==> src/rtl/kbd_pkg.sv <==
`default_nettype none
// ============================================================================
// Module      : kbd_pkg
// Description : Shared types and constants for the keyboard event controller.
//               Contains the decoder and IRQ state encodings, the PS/2 prefix
//               and control byte values, the 10-bit key event record, and a
//               helper that flags bytes the decoder ignores while idle.
// Revision    : 1.0 - initial release
// ============================================================================
package kbd_pkg;

  // Decoder states for resolving the E0 / F0 / E1 prefix sequences
  typedef enum logic [2:0] {
    ST_IDLE    = 3'd0,
    ST_EXT     = 3'd1,
    ST_BRK     = 3'd2,
    ST_EXT_BRK = 3'd3,
    ST_SKIP    = 3'd4
  } dec_state_e;

  // Interrupt sequencer states
  typedef enum logic [1:0] {
    IRQ_IDLE  = 2'd0,
    IRQ_PULSE = 2'd1,
    IRQ_WAIT  = 2'd2
  } irq_state_e;

  localparam logic [7:0] BYTE_E0 = 8'hE0;  // extended-key prefix
  localparam logic [7:0] BYTE_F0 = 8'hF0;  // break (release) prefix
  localparam logic [7:0] BYTE_E1 = 8'hE1;  // pause-key prefix
  localparam logic [7:0] BYTE_12 = 8'h12;  // fake shift sent around extended keys
  localparam logic [7:0] BYTE_AA = 8'hAA;  // self-test passed
  localparam logic [7:0] BYTE_FA = 8'hFA;  // acknowledge
  localparam logic [7:0] BYTE_FE = 8'hFE;  // resend request
  localparam logic [7:0] BYTE_EE = 8'hEE;  // echo

  // Key event as presented to the CPU: {ext[9], rel[8], code[7:0]}
  typedef struct packed {
    logic       ext;
    logic       rel;
    logic [7:0] code;
  } kbd_evt_t;

  // Keyboard status/control responses that carry no key information
  function automatic logic is_ctrl_byte(input logic [7:0] b);
    return (b == BYTE_AA) || (b == BYTE_FA) || (b == BYTE_FE) ||
           (b == BYTE_EE) || (b == 8'h00)   || (b == 8'hFF);
  endfunction

endpackage
`default_nettype wire

==> src/rtl/kbd_evt_fifo.sv <==
`default_nettype none
// ============================================================================
// Module      : kbd_evt_fifo
// Description : Small synchronous FIFO holding decoded key events. The head
//               entry is always visible on head_o (zero when empty).
//               Ports: clk_i, rst_i (sync, active high), push_i/data_i write,
//               pop_i read, full_o, empty_o, head_o.
// Revision    : 1.0 - initial release
// ============================================================================
module kbd_evt_fifo #(
  parameter int DEPTH = 4,
  parameter int WIDTH = 10
) (
  input  logic             clk_i,
  input  logic             rst_i,
  input  logic             push_i,
  input  logic [WIDTH-1:0] data_i,
  input  logic             pop_i,
  output logic             full_o,
  output logic             empty_o,
  output logic [WIDTH-1:0] head_o
);

  localparam int PW = $clog2(DEPTH);

  // One extra pointer bit distinguishes full from empty
  logic [PW:0]      wr_q, wr_d;
  logic [PW:0]      rd_q, rd_d;
  logic [WIDTH-1:0] mem_q [DEPTH];
  logic             do_push;
  logic             do_pop;

  assign empty_o = (wr_q == rd_q);
  assign full_o  = (wr_q[PW] != rd_q[PW]) && (wr_q[PW-1:0] == rd_q[PW-1:0]);

  // A pop on an empty FIFO is ignored; a push into a full FIFO succeeds
  // only when the same cycle frees a slot.
  assign do_pop  = pop_i && !empty_o;
  assign do_push = push_i && (!full_o || do_pop);

  assign wr_d = do_push ? wr_q + 1'b1 : wr_q;
  assign rd_d = do_pop  ? rd_q + 1'b1 : rd_q;

  assign head_o = empty_o ? '0 : mem_q[rd_q[PW-1:0]];

  always_ff @(posedge clk_i) begin
    if (rst_i) begin
      wr_q <= '0;
      rd_q <= '0;
    end else begin
      wr_q <= wr_d;
      rd_q <= rd_d;
    end
  end

  // Storage needs no reset: the head is masked while the FIFO is empty
  always_ff @(posedge clk_i) begin
    if (do_push) begin
      mem_q[wr_q[PW-1:0]] <= data_i;
    end
  end

endmodule
`default_nettype wire

==> src/rtl/kbd_event_ctrl.sv <==
`default_nettype none
// ============================================================================
// Module      : kbd_event_ctrl
// Description : Turns raw PS/2 bytes into {ext, rel, code} key events, queues
//               them, and raises one fixed-length interrupt per pending event.
//               Ports: clk_i, rst_i (sync, active high), rx_done_i/rx_data_i
//               byte input, pop_i CPU read strobe, clr_ovf_i, evt_data_o head
//               event, evt_valid_o, intrpt_o, overflow_o (sticky).
// Revision    : 1.0 - initial release
// ============================================================================
module kbd_event_ctrl
  import kbd_pkg::*;
#(
  parameter int DEPTH       = 4,
  parameter int INTR_CYCLES = 7,
  parameter int PAUSE_SKIP  = 7
) (
  input  logic       clk_i,
  input  logic       rst_i,
  input  logic       rx_done_i,
  input  logic [7:0] rx_data_i,
  input  logic       pop_i,
  input  logic       clr_ovf_i,
  output logic [9:0] evt_data_o,
  output logic       evt_valid_o,
  output logic       intrpt_o,
  output logic       overflow_o
);

  localparam int SW = $clog2(PAUSE_SKIP + 1);
  localparam int CW = (INTR_CYCLES > 1) ? $clog2(INTR_CYCLES) : 1;

  dec_state_e dec_q, dec_d;
  logic [SW-1:0] skip_q, skip_d;
  logic          push;
  kbd_evt_t      push_evt;
  logic          fifo_full;
  logic          fifo_empty;
  logic          ovf_q, ovf_d;

  irq_state_e    irq_q, irq_d;
  logic [CW-1:0] cnt_q, cnt_d;
  logic          popped_q, popped_d;

  // ---------------- prefix decoder ----------------
  always_ff @(posedge clk_i) begin
    if (rst_i) begin
      dec_q  <= ST_IDLE;
      skip_q <= '0;
    end else begin
      dec_q  <= dec_d;
      skip_q <= skip_d;
    end
  end

  always_comb begin
    dec_d    = dec_q;
    skip_d   = skip_q;
    push     = 1'b0;
    push_evt = '0;
    if (rx_done_i) begin
      case (dec_q)
        ST_IDLE: begin
          if (rx_data_i == BYTE_E0) begin
            dec_d = ST_EXT;
          end else if (rx_data_i == BYTE_F0) begin
            dec_d = ST_BRK;
          end else if (rx_data_i == BYTE_E1) begin
            // Pause is reported once, then its fixed tail is swallowed
            dec_d    = ST_SKIP;
            skip_d   = SW'(PAUSE_SKIP);
            push     = 1'b1;
            push_evt = '{ext: 1'b1, rel: 1'b0, code: BYTE_E1};
          end else if (!is_ctrl_byte(rx_data_i)) begin
            push     = 1'b1;
            push_evt = '{ext: 1'b0, rel: 1'b0, code: rx_data_i};
          end
        end
        ST_EXT: begin
          dec_d = ST_IDLE;
          if (rx_data_i == BYTE_F0) begin
            dec_d = ST_EXT_BRK;
          end else if (rx_data_i != BYTE_12) begin
            push     = 1'b1;
            push_evt = '{ext: 1'b1, rel: 1'b0, code: rx_data_i};
          end
        end
        ST_BRK: begin
          dec_d    = ST_IDLE;
          push     = 1'b1;
          push_evt = '{ext: 1'b0, rel: 1'b1, code: rx_data_i};
        end
        ST_EXT_BRK: begin
          dec_d = ST_IDLE;
          if (rx_data_i != BYTE_12) begin
            push     = 1'b1;
            push_evt = '{ext: 1'b1, rel: 1'b1, code: rx_data_i};
          end
        end
        ST_SKIP: begin
          skip_d = skip_q - 1'b1;
          if (skip_q == SW'(1)) begin
            dec_d = ST_IDLE;
          end
        end
        default: dec_d = ST_IDLE;
      endcase
    end
  end

  // ---------------- event queue ----------------
  kbd_evt_fifo #(
    .DEPTH (DEPTH),
    .WIDTH (10)
  ) u_fifo (
    .clk_i   (clk_i),
    .rst_i   (rst_i),
    .push_i  (push),
    .data_i  (push_evt),
    .pop_i   (pop_i),
    .full_o  (fifo_full),
    .empty_o (fifo_empty),
    .head_o  (evt_data_o)
  );

  assign evt_valid_o = !fifo_empty;

  // A simultaneous pop makes room, so only an unmatched push to a full FIFO
  // drops data. A new drop wins over a clear in the same cycle.
  always_comb begin
    ovf_d = clr_ovf_i ? 1'b0 : ovf_q;
    if (push && fifo_full && !pop_i) begin
      ovf_d = 1'b1;
    end
  end

  always_ff @(posedge clk_i) begin
    if (rst_i) begin
      ovf_q <= 1'b0;
    end else begin
      ovf_q <= ovf_d;
    end
  end

  assign overflow_o = ovf_q;

  // ---------------- interrupt sequencer ----------------
  always_ff @(posedge clk_i) begin
    if (rst_i) begin
      irq_q    <= IRQ_IDLE;
      cnt_q    <= '0;
      popped_q <= 1'b0;
    end else begin
      irq_q    <= irq_d;
      cnt_q    <= cnt_d;
      popped_q <= popped_d;
    end
  end

  always_comb begin
    irq_d    = irq_q;
    cnt_d    = cnt_q;
    popped_d = popped_q;
    case (irq_q)
      IRQ_IDLE: begin
        popped_d = 1'b0;
        if (evt_valid_o) begin
          irq_d = IRQ_PULSE;
          cnt_d = '0;
        end
      end
      IRQ_PULSE: begin
        // A pop that arrives mid-pulse is remembered so the sequencer skips
        // the wait state and the next event gets its own pulse.
        if (pop_i) begin
          popped_d = 1'b1;
        end
        cnt_d = cnt_q + 1'b1;
        if (cnt_q == CW'(INTR_CYCLES - 1)) begin
          cnt_d = '0;
          irq_d = (popped_q || pop_i) ? IRQ_IDLE : IRQ_WAIT;
        end
      end
      IRQ_WAIT: begin
        if (pop_i) begin
          irq_d = IRQ_IDLE;
        end
      end
      default: irq_d = IRQ_IDLE;
    endcase
  end

  always_comb begin
    intrpt_o = (irq_q == IRQ_PULSE);
  end

endmodule
`default_nettype wire

==> config.mk <==
export PLATFORM = sky130hd
export DESIGN_NAME = kbd_event_ctrl
export DESIGN_NICKNAME = d
export VERILOG_FILES = /design/src/rtl/kbd_pkg.sv /design/src/rtl/kbd_evt_fifo.sv /design/src/rtl/kbd_event_ctrl.sv
export SDC_FILE = /design/constraint.sdc
export NUM_CORES = 1
export LEC_CHECK = 0
export ABC_AREA = 1
export BUFFER_PORTS_ARGS = -buffer_cell sky130_fd_sc_hd__buf_2
export CORE_MARGIN = 5
export CORE_UTILIZATION = 50
export DETAILED_ROUTE_END_ITERATION = 7
export GPL_TIMING_DRIVEN = 1
export HOLD_SLACK_MARGIN = 0.15
export PLACE_DENSITY_LB_ADDON = 0.3
export SETUP_SLACK_MARGIN = 0.4
export SLEW_MARGIN = 20
export SYNTH_ARGS = -nofsm -noshare
export SYNTH_HDL_FRONTEND = slang
export SYNTH_SLANG_ARGS = --single-unit
==> constraint.sdc <==
create_clock -name clk_i -period 3.8 [get_ports clk_i]
set_input_delay 0.57 -clock clk_i [delete_from_list [all_inputs] [get_ports clk_i]]
set_output_delay 0.57 -clock clk_i [all_outputs]
set_load 0.01 [all_outputs]
==> results.tsv <==
metric	value	unit
skew	8.64	ps
synth_area_leaders	edfxtp_1 39%, dfxtp_1 14%, nor2_1 8.7%	
ioPinCount	26	
synth_cell_type_count	37	
fin_tns_setup	0	ps
numClockSinks	61	
yosysTopAreaCellShare	38.8	%
start_util	52.0	%
drv_cap	0	
synthesis.instances	348	
die_h	88.7	µm
yosys_most_used_dff	edfxtp_1	
dp_hpwl	4.53	mm
dp_slack	1220	ps
cts_hold_repair.buffers	0	
fmax	0.396	GHz
clockBufferDepth	2	
area_growth	11.7	%
cp.required	3230	ps
dieArea	7860	µm²
cts_tree	done	
core-area	5960	µm²
peakVddDrop	0.000389	V
tightest_slew	833	ps
grt_max_degree	22	
drtPass1Iterations	4	
period_share	66.4	%
top_layer_used	met4	
dp_cells	440	
dpl_cell_area	3280	µm²
power	2600	µW
timing.rr.start	u_fifo.rd_q[0]	
total_leakage_power	0.00148	µW
htreeDepth	3	
cp-end-kind	output pin	
cts_resized	0	
path_class	reg -> out	
clock_latency	330	ps
setup_viol	0	
synth_top_cell_by_area	edfxtp_1	
syn_area	3090	µm²
setup_slack	1280	ps
fin_nets	396	
root_buffer	clkbuf_8	
worstRegToRegCells	6	
fp.dieW	88.7	µm
io_buffers	25	
grt_usage	17.6	%
antenna_found_initial	0	
post_cts_buffers	0	
ant_nets	0	
route.detailed.drc	0	
finish.instance_area	3460	µm²
synth_enable_flop_cells	40	
start_kind	flip-flop	
ys_warn_count	0	
r2r-end	u_fifo.mem_q[3][9]	
drt-initial-drc-count	168	
p_per_area	754	nW/µm²
vias	2325	
min_path_type	in -> reg	
rsz0062_at_grt	false	
min_period	2520	ps
slew_headroom	44.3	%
drv_slew	0	
path_clk_slew	60	ps
status	finished clean	
via_per_inst	5.10	
wl_met3	336	µm
ys_seq_area_share	52.4	%
grt_pass1_vias	2242	
final_cells	456	
place.gp.congestion	0.900	
grt_pass1_wl	10.4	mm
wl	6.07	mm
ys_seq_elements	61	
synth-async-reset-ratio	0	%
rows	28	
worstPathArrival	1950	ps
grt_overflow	0	
routedWlPerCell	13.3	µm
hold_viol	0	
cts_buffers	9	
layout-drive-gt1-share	18.9	%
dr_wl_met2	2.96	mm
synth_nets	368	
antenna_cells	0	
postSynthAreaPerCell	8.89	µm²
wl_met1	2.71	mm
reg2reg_slack	1290	ps
cp_max_fo	21	
crit_path_end	evt_data_o[9]	
==> layout make-up <==
class | count | area (µm²)
inverters | 52 | 204
flip-flops and latches | 61 | 1620
fillers | 533 | 2500
well taps | 75 | 93.8
clock buffers | 14 | 163
clock inverters | 2 | 10.0
multi-input cells | 226 | 1230
repair buffers | 26 | 133
==> synthesized netlist by cell type, types with 2 or more instances <==
cell type / number
a21oi_1: 13
clkbuf_1: 8
dfxtp_1: 21
edfxtp_1: 40
ha_1: 7
inv_1: 41
inv_2: 8
nand2_1: 49
nand2_2: 4
nand2_4: 5
nand3_1: 8
nand3_2: 2
nand4_1: 2
nor2_1: 72
nor2_4: 4
nor3_1: 8
o211ai_1: 2
o21ai_0: 24
o32ai_1: 10
xnor2_1: 3
==> cells in the final DEF (no fill, tap or decap), types with 2 or more instances in the layout <==
cell,n
a21oi_1,13
buf_2,25
clkbuf_1,3
clkbuf_8,11
clkinv_2,3
dfxtp_1,21
edfxtp_1,40
ha_1,7
inv_1,41
inv_2,8
nand2_1,49
nand2_2,4
nand2_4,5
nand3_1,8
nand3_2,2
nand4_1,2
nor2_1,72
nor2_4,4
nor3_1,8
o211ai_1,2
o21ai_0,24
o32ai_1,10
xnor2_1,3
==> worst max-delay path, cell delays in order (launching register included) <==
cell,delay [ps]
dfxtp_1,300
buf_4,190
inv_1,440
nor2_1,130
o32ai_1,310
nand2_1,80
inv_1,60
buf_2,120
==> through the flow <==
stage / hold slack, ps / util [%]
finish: 446 / 58.0
global route: 437 / 58.0
CTS: 427 / 58.0
detailed placement: 462 / 55.1
global placement: 451 / 55.1
floorplan: 447 / -
==> how the worst min path moves through the flow <==
stage | cells after the start | to | start
floorplan | 2 | u_fifo.rd_q[2] | u_fifo.rd_q[2]
global placement | 2 | overflow_o | overflow_o
detailed placement | 2 | overflow_o | overflow_o
CTS | 2 | irq_q[1] | pop_i
global route | 2 | irq_q[1] | pop_i
finish | 2 | irq_q[1] | pop_i
==> flip-flops by register name, indices dropped and copies added (netlist names), named ones only <==
| name | cells |
|---|---|
| cnt_q | 3 |
| dec_q | 3 |
| irq_q | 2 |
| overflow_o | 1 |
| popped_q | 1 |
| skip_q | 3 |
| u_fifo.mem_q | 40 |
| u_fifo.rd_q | 3 |
| u_fifo.wr_q | 3 |
==> logic make-up (layout without fill, tap and decap cells) <==
kind of cell | after synthesis | after routing | synth area share, %
buffers and inverters | 61 | 94 | 7.80
AND/OR/NAND/NOR | 162 | 162 | 25.5
AO/OA/AOI/OAI | 53 | 53 | 10.4
adder cells (fa/ha/maj) | 7 | 7 | 2.83
XOR/XNOR | 4 | 4 | 1.13
flip-flops | 61 | 61 | 52.4
==> layer usage <==
layer  up-vias  GRT usage (%)
li1       1201              -
met2        58           28.8
met5         -              0
met3         6           4.19
met1      1060           22.4
met4         0           7.01
==> report_power, final <==
part / switching (µW) / internal, µW / leakage (µW)
Combinational: 724 / 397 / 0.000842
Sequential: 100 / 887 / 0.000546
Clock: 226 / 271 / 0.0000905
No activity file was read; power rests on OpenSTA's default activity.
